--- config.mk ---
export PLATFORM = sky130hd
export DESIGN_NAME = iob_2p_mem_be_flat
export DESIGN_NICKNAME = d
export VERILOG_FILES = /design/src/rtl/iob_mem_pkg.sv /design/src/rtl/iob_2p_mem_be_if.sv /design/src/rtl/iob_mem_out_pipe.sv /design/src/rtl/iob_2p_mem_be.sv /design/src/flat_wrapper.sv
export SDC_FILE = /design/constraint.sdc
export NUM_CORES = 2
export LEC_CHECK = 0
export BUFFER_PORTS_ARGS = -buffer_cell sky130_fd_sc_hd__buf_4
export CORE_MARGIN = 8
export CORE_UTILIZATION = 55
export CTS_CLUSTER_DIAMETER = 50
export DETAILED_ROUTE_END_ITERATION = 7
export HOLD_SLACK_MARGIN = 0.08
export PLACE_DENSITY_LB_ADDON = 0.05
export SYNTH_ARGS = -nofsm -noshare
export SYNTH_HDL_FRONTEND = slang
export SYNTH_SLANG_ARGS = --single-unit
--- constraint.sdc ---
create_clock -name clk -period 2.2 [get_ports clk]
set_input_delay 0.11 -clock clk [delete_from_list [all_inputs] [get_ports clk]]
set_output_delay 0.11 -clock clk [all_outputs]
set_load 0.01 [all_outputs]
--- src/rtl/iob_mem_pkg.sv ---
// Shared constants and helpers for the byte-enabled two-port memory.
package iob_mem_pkg;

    localparam int unsigned RD_FIRST   = 0;
    localparam int unsigned WR_THROUGH = 1;

    // Widest word the merge helper handles; narrower words are zero-extended in and sliced out.
    localparam int unsigned MAX_DATA_W = 512;
    localparam int unsigned MAX_BYTES  = MAX_DATA_W / 8;

    function automatic int unsigned nbytes(input int unsigned data_w);
        return data_w / 8;
    endfunction

    function automatic logic [MAX_DATA_W-1:0] byte_merge(
        input logic [MAX_DATA_W-1:0] old_word,
        input logic [MAX_DATA_W-1:0] new_word,
        input logic [MAX_BYTES-1:0]  be
    );
        logic [MAX_DATA_W-1:0] merged;
        merged = old_word;
        for (int unsigned i = 0; i < MAX_BYTES; i++) begin
            if (be[i]) begin
                merged[8*i +: 8] = new_word[8*i +: 8];
            end
        end
        return merged;
    endfunction

endpackage

--- src/rtl/iob_2p_mem_be_if.sv ---
// Write/read bus of the two-port memory; master drives requests, slave is the memory.
interface iob_2p_mem_be_if
    import iob_mem_pkg::*;
#(
    parameter int unsigned DATA_W = 32,
    parameter int unsigned ADDR_W = 6
);

    logic                        w_port_en;
    logic [nbytes(DATA_W)-1:0]   w_en;
    logic [ADDR_W-1:0]           w_addr;
    logic [DATA_W-1:0]           data_in;
    logic                        r_port_en;
    logic [ADDR_W-1:0]           r_addr;
    logic [DATA_W-1:0]           data_out;
    logic                        r_valid;

    modport master (
        output w_port_en, w_en, w_addr, data_in, r_port_en, r_addr,
        input  data_out, r_valid
    );

    modport slave (
        input  w_port_en, w_en, w_addr, data_in, r_port_en, r_addr,
        output data_out, r_valid
    );

endinterface

--- src/rtl/iob_mem_out_pipe.sv ---
// Read output stage: one or two data/valid register stages; data holds when no result arrives.
module iob_mem_out_pipe
    import iob_mem_pkg::*;
#(
    parameter int unsigned DATA_W = 32,
    parameter int unsigned STAGES = 1
) (
    input  logic              clk,
    input  logic              rst_n,
    input  logic              i_valid,
    input  logic [DATA_W-1:0] i_data,
    output logic              o_valid,
    output logic [DATA_W-1:0] o_data
);

    if (STAGES < 1 || STAGES > 2) begin : g_bad_stages
        $error("iob_mem_out_pipe: STAGES must be 1 or 2");
    end

    logic              r_vld1;
    logic [DATA_W-1:0] r_dat1;

    always_ff @(posedge clk or negedge rst_n) begin
        if (!rst_n) begin
            r_vld1 <= 1'b0;
            r_dat1 <= '0;
        end else begin
            r_vld1 <= i_valid;
            if (i_valid) begin
                r_dat1 <= i_data;
            end
        end
    end

    if (STAGES == 2) begin : g_stage2
        logic              r_vld2;
        logic [DATA_W-1:0] r_dat2;

        // Stage 2 copies only real results, so later writes cannot disturb in-flight data.
        always_ff @(posedge clk or negedge rst_n) begin
            if (!rst_n) begin
                r_vld2 <= 1'b0;
                r_dat2 <= '0;
            end else begin
                r_vld2 <= r_vld1;
                if (r_vld1) begin
                    r_dat2 <= r_dat1;
                end
            end
        end

        assign o_valid = r_vld2;
        assign o_data  = r_dat2;
    end else begin : g_stage1
        assign o_valid = r_vld1;
        assign o_data  = r_dat1;
    end

endmodule

--- src/rtl/iob_2p_mem_be.sv ---
// Simple dual-port RAM with byte write enables, 1- or 2-cycle read latency and
// selectable read-during-write policy.
module iob_2p_mem_be
    import iob_mem_pkg::*;
#(
    parameter int unsigned DATA_W  = 32,
    parameter int unsigned ADDR_W  = 6,
    parameter int unsigned OUT_REG = 0,
    parameter int unsigned RD_MODE = 0
) (
    input logic             clk,
    input logic             rst_n,
    iob_2p_mem_be_if.slave  bus
);

    localparam int unsigned NB    = nbytes(DATA_W);
    localparam int unsigned DEPTH = 2 ** ADDR_W;

    if ((DATA_W % 8) != 0 || DATA_W > MAX_DATA_W || OUT_REG > 1 || RD_MODE > 1)
    begin : g_bad_param
        $error("iob_2p_mem_be: illegal DATA_W, OUT_REG or RD_MODE");
    end

    logic [DATA_W-1:0] ram [0:DEPTH-1];

    always_ff @(posedge clk) begin
        if (bus.w_port_en) begin
            for (int unsigned i = 0; i < NB; i++) begin
                if (bus.w_en[i]) begin
                    ram[bus.w_addr][8*i +: 8] <= bus.data_in[8*i +: 8];
                end
            end
        end
    end

    logic              w_collide;
    logic [DATA_W-1:0] w_old;
    logic [DATA_W-1:0] w_rd_data;

    assign w_old     = ram[bus.r_addr];
    assign w_collide = bus.r_port_en & bus.w_port_en & (bus.r_addr == bus.w_addr);

    // The array read returns the pre-write word; write-through patches in the written bytes.
    always_comb begin
        w_rd_data = w_old;
        if (RD_MODE == WR_THROUGH && w_collide) begin
            w_rd_data = DATA_W'(byte_merge(MAX_DATA_W'(w_old), MAX_DATA_W'(bus.data_in),
                                           MAX_BYTES'(bus.w_en)));
        end
    end

    iob_mem_out_pipe #(
        .DATA_W (DATA_W),
        .STAGES (1 + OUT_REG)
    ) u_out_pipe (
        .clk     (clk),
        .rst_n   (rst_n),
        .i_valid (bus.r_port_en),
        .i_data  (w_rd_data),
        .o_valid (bus.r_valid),
        .o_data  (bus.data_out)
    );

endmodule

--- src/flat_wrapper.sv ---
// flat-port wrapper written by rule: the top's interface ports become plain ports
module iob_2p_mem_be_flat import iob_mem_pkg::*;
#(
    parameter int unsigned DATA_W  = 32,
    parameter int unsigned ADDR_W  = 6,
    parameter int unsigned OUT_REG = 0,
    parameter int unsigned RD_MODE = 0
)
  (clk, rst_n, bus_w_port_en, bus_w_en, bus_w_addr, bus_data_in, bus_r_port_en, bus_r_addr, bus_data_out, bus_r_valid);
  iob_2p_mem_be_if #(.DATA_W(DATA_W), .ADDR_W(ADDR_W)) bus_i ();
  input logic clk;
  input logic rst_n;
  input wire logic [$bits(bus_i.w_port_en)-1:0] bus_w_port_en;
  input wire logic [$bits(bus_i.w_en)-1:0] bus_w_en;
  input wire logic [$bits(bus_i.w_addr)-1:0] bus_w_addr;
  input wire logic [$bits(bus_i.data_in)-1:0] bus_data_in;
  input wire logic [$bits(bus_i.r_port_en)-1:0] bus_r_port_en;
  input wire logic [$bits(bus_i.r_addr)-1:0] bus_r_addr;
  output wire logic [$bits(bus_i.data_out)-1:0] bus_data_out;
  output wire logic [$bits(bus_i.r_valid)-1:0] bus_r_valid;
  assign bus_i.w_port_en = bus_w_port_en;
  assign bus_i.w_en = bus_w_en;
  assign bus_i.w_addr = bus_w_addr;
  assign bus_i.data_in = bus_data_in;
  assign bus_i.r_port_en = bus_r_port_en;
  assign bus_i.r_addr = bus_r_addr;
  assign bus_data_out = bus_i.data_out;
  assign bus_r_valid = bus_i.r_valid;
  iob_2p_mem_be #(.DATA_W(DATA_W), .ADDR_W(ADDR_W), .OUT_REG(OUT_REG), .RD_MODE(RD_MODE)) u_core (.clk(clk), .rst_n(rst_n), .bus(bus_i));
endmodule
==> out/qor.yml <==
syn_inst: 4208
cpMostUsedCell: "buf_4"
rows: 140
peakVddDrop_uv: 732
synth_area_um2: 80700
violations: "design-rule violations"
grt_setup_unrepaired: "false"
tns_ns: 0
synth_cell_types: 36
synth_seq_cells: 2081
die_w_um: 399
wl_per_cell_um: 31.1
skew_ns: 0.0243
cpLargestDelayFamily: "buffers and inverters"
yosys-top-cells-area: "edfxtp_1 (76%), mux2i_1 (6.3%), mux4_2 (6.0%), a22oi_1 (1.8%), nor2_1 (1.4%)"
layout_common_cells: "edfxtp_1 (2,048), buf_4 (555), mux2i_1 (512)"
crit_arrival_ns: 2.61
powerDensity_nw_per_um2: 882
core-area_um2: 146000
die_h_um: 399
grt_max_degree: 65
crit_buf_inv: 4
nNetsFinal: 4885
min_period_ns: 2.16
cts_max_level: 4
cts_setup_buffers: 0
dieArea_um2: 159000
layout_commonest_cell: "edfxtp_1"
avgSynthCellArea_um2: 19.2
cp_data_required_time_ns: 2.66
place_area_um2: 87400
grt_pass1_vias: 42000
run_status: "finished, violations left"
vias: 42800
antenna_found_initial: 13
drt_wl_total_um: 215000
synth_top_area_share_pct: 76.2
cts_root_buf: "clkbuf_16"
worst_skew_pair.late_latency_ns: 0.84
crit_chain: "dlygate4sd3_1 -> buf_4 -> nor3b_1 -> buf_4 -> nand2_1 -> buf_4 -> nor2_1"
ant_nets: 0
drive_gt1_share_pct: 23.3
cp_max_fo: 8
final_util_pct: 64.9
fmax_mhz: 464
final_area_um2: 94600
drcViolationCount: 4
cts_tree: "yes"
swShare_pct: 21.4
final_hold_viol_count: 0
seq_power_share_pct: 52.7
worst_path_largest_cell_delay_ns: 0.71
leakage_nw: 32.5
dr.pass1.iters: 8
critPathLaunchType: "input pin"
p_int_w: 0.0656
cts_buffer_depth: 3
fin_crit_sh_pct: 98.0
yosys.area.top_type: "edfxtp_1"
clkTransAtPathRegs_ns: 0.06
cp_slowest_cell: "nor2_1"
slew_headroom_pct: 30.6
max-cap-violations: 0
synthToLayoutAreaGrowth_pct: 17.2
grt_util_all_layers_pct: 26.8
drtIter0Drc: 4721
overflow: 0
worst_slew_pin_slew_ns: 1.04
p_switching_w: 0.0179
yosys_warnings: 0
synth-seq-area-share_pct: 77.2
cts_buffers: 211
finalSetupViolations: 0
gp_congestion: 0.901
power_w: 0.0835
viasPerCell: 6.19
io_pins: 85
grt_pass1_wl_um: 305000
initial_core_util_pct: 55.4
clock_sinks: 2081
min_path_type: "input pin to flip-flop"
pwr-share-clk_pct: 41.7
dp_hpwl_um: 139000
maxSlewViolCount: 0
combPwrFrac_pct: 5.6
end_kind: "flip-flop"
port_buffers: 84
hold_slack_ns: 0.202
worstSetupPathType: "input pin to flip-flop"
syn-num-nets: 4260
==> Yosys cell counts <==
cell,n
a21oi_1,32
a221o_1,32
a221oi_1,64
a22oi_1,192
and2_1,2
and3_1,2
and3b_1,3
buf_1,9
buf_12,1
buf_2,99
buf_4,18
buf_6,19
buf_8,1
clkbuf_1,111
dfrtp_1,33
edfxtp_1,2048
mux2i_1,512
mux4_1,41
mux4_2,215
nand2_1,201
nand2b_1,34
nand2b_2,1
nand3_1,1
nand4_1,32
nand4b_1,2
nand4bb_1,2
nor2_1,293
nor2_4,1
nor2b_1,4
nor3_1,34
nor3b_1,6
o21ai_0,36
o21ai_1,28
o22ai_1,96
or2_2,2
or4b_1,1
==> worst reg2reg max path: cells and delay by family (launching register included) <==
kind / cells / cell delay, ns
compound gates: 3 / 1.00
flops: 1 / 0.36
simple gates: 1 / 0.28
mux: 1 / 0.18
==> state kept, by name, indices dropped and copies added, names as in the netlist <==
register,cells
u_core.ram,2048
u_core.u_out_pipe.o_valid,1
u_core.u_out_pipe.o_data,32
==> timing repair <==
action | CTS | global route
endpoints found under the hold margin | 2349 | 8
hold buffers | 47 | 1
resized for setup | 0 | 7
setup endpoints to repair | 0 | 49
==> kinds of logic (layout without fill, tap and decap cells) <==
family	count (synthesis)	after routing	share of synthesized area (%)
flops	2081	2081	77.2
mux	768	768	13.7
simple gates	621	621	3.28
compound gates	480	480	4.21
buf+inv	258	1048	1.65
other cells	0	4	0
==> per-stage QoR <==
stage | std cells | worst slack [ns]
6_report | 6919 | 0.0430
5_1_grt | 6916 | 0.0341
4_1_cts | 6914 | 0.0385
3_5_place_dp | 6489 | -0.147
3_3_place_gp | 6489 | -0.164
2_1_floorplan | 4208 | 0.359
==> layout make-up <==
| type | instances | area (um^2) |
|---|---|---|
| multi-input cells | 1869 | 17200 |
| flip-flops and latches | 2081 | 62300 |
| repair buffers | 670 | 6000 |
| diodes | 4 | 10.0 |
| clock inverters | 116 | 1070 |
| clock buffers | 262 | 5640 |
| fillers | 10000 | 51100 |
| well taps | 1917 | 2400 |
==> power by group through the flow <==
stage / clock network [W] / registers [W] / logic (W)
2_1_floorplan: 0 / 0.0447 / 0.00218
3_3_place_gp: 0 / 0.0448 / 0.00460
3_5_place_dp: 0 / 0.0448 / 0.00465
4_1_cts: 0.0352 / 0.0440 / 0.00473
5_1_grt: 0.0367 / 0.0440 / 0.00498
6_report: 0.0348 / 0.0440 / 0.00471
==> worst paths after layout <==
| check | startpoint | to | slack [ns] | cells after the start |
|---|---|---|---|---|
| worst min-delay path | bus_w_en[2] | u_core.ram[22][17] | 0.20 | 5 |
| min in group asynchronous | rst_n | u_core.u_out_pipe.o_data[27] | 0.40 | 4 |
| worst min register to register | u_core.u_out_pipe.o_data[15] | u_core.u_out_pipe.o_data[15] | 0.67 | 3 |
| worst max-delay path | bus_w_addr[4] | u_core.ram[15][1] | 0.04 | 7 |
| worst max register to register | u_core.ram[55][1] | u_core.u_out_pipe.o_data[1] | 0.27 | 5 |
| max in group asynchronous | rst_n | u_core.u_out_pipe.o_data[1] | 1.51 | 4 |
==> per-layer routing <==
metal  vias to the layer above  routed length, um  GRT usage (%)
met3                       342              18600           6.94
met5                         -                 85              0
met1                     22400              91000           38.7
met2                      1729              98800           40.8
li1                      18400                  -              -
met4                        12               6440           8.01
Power figures use the tool's default switching activity.
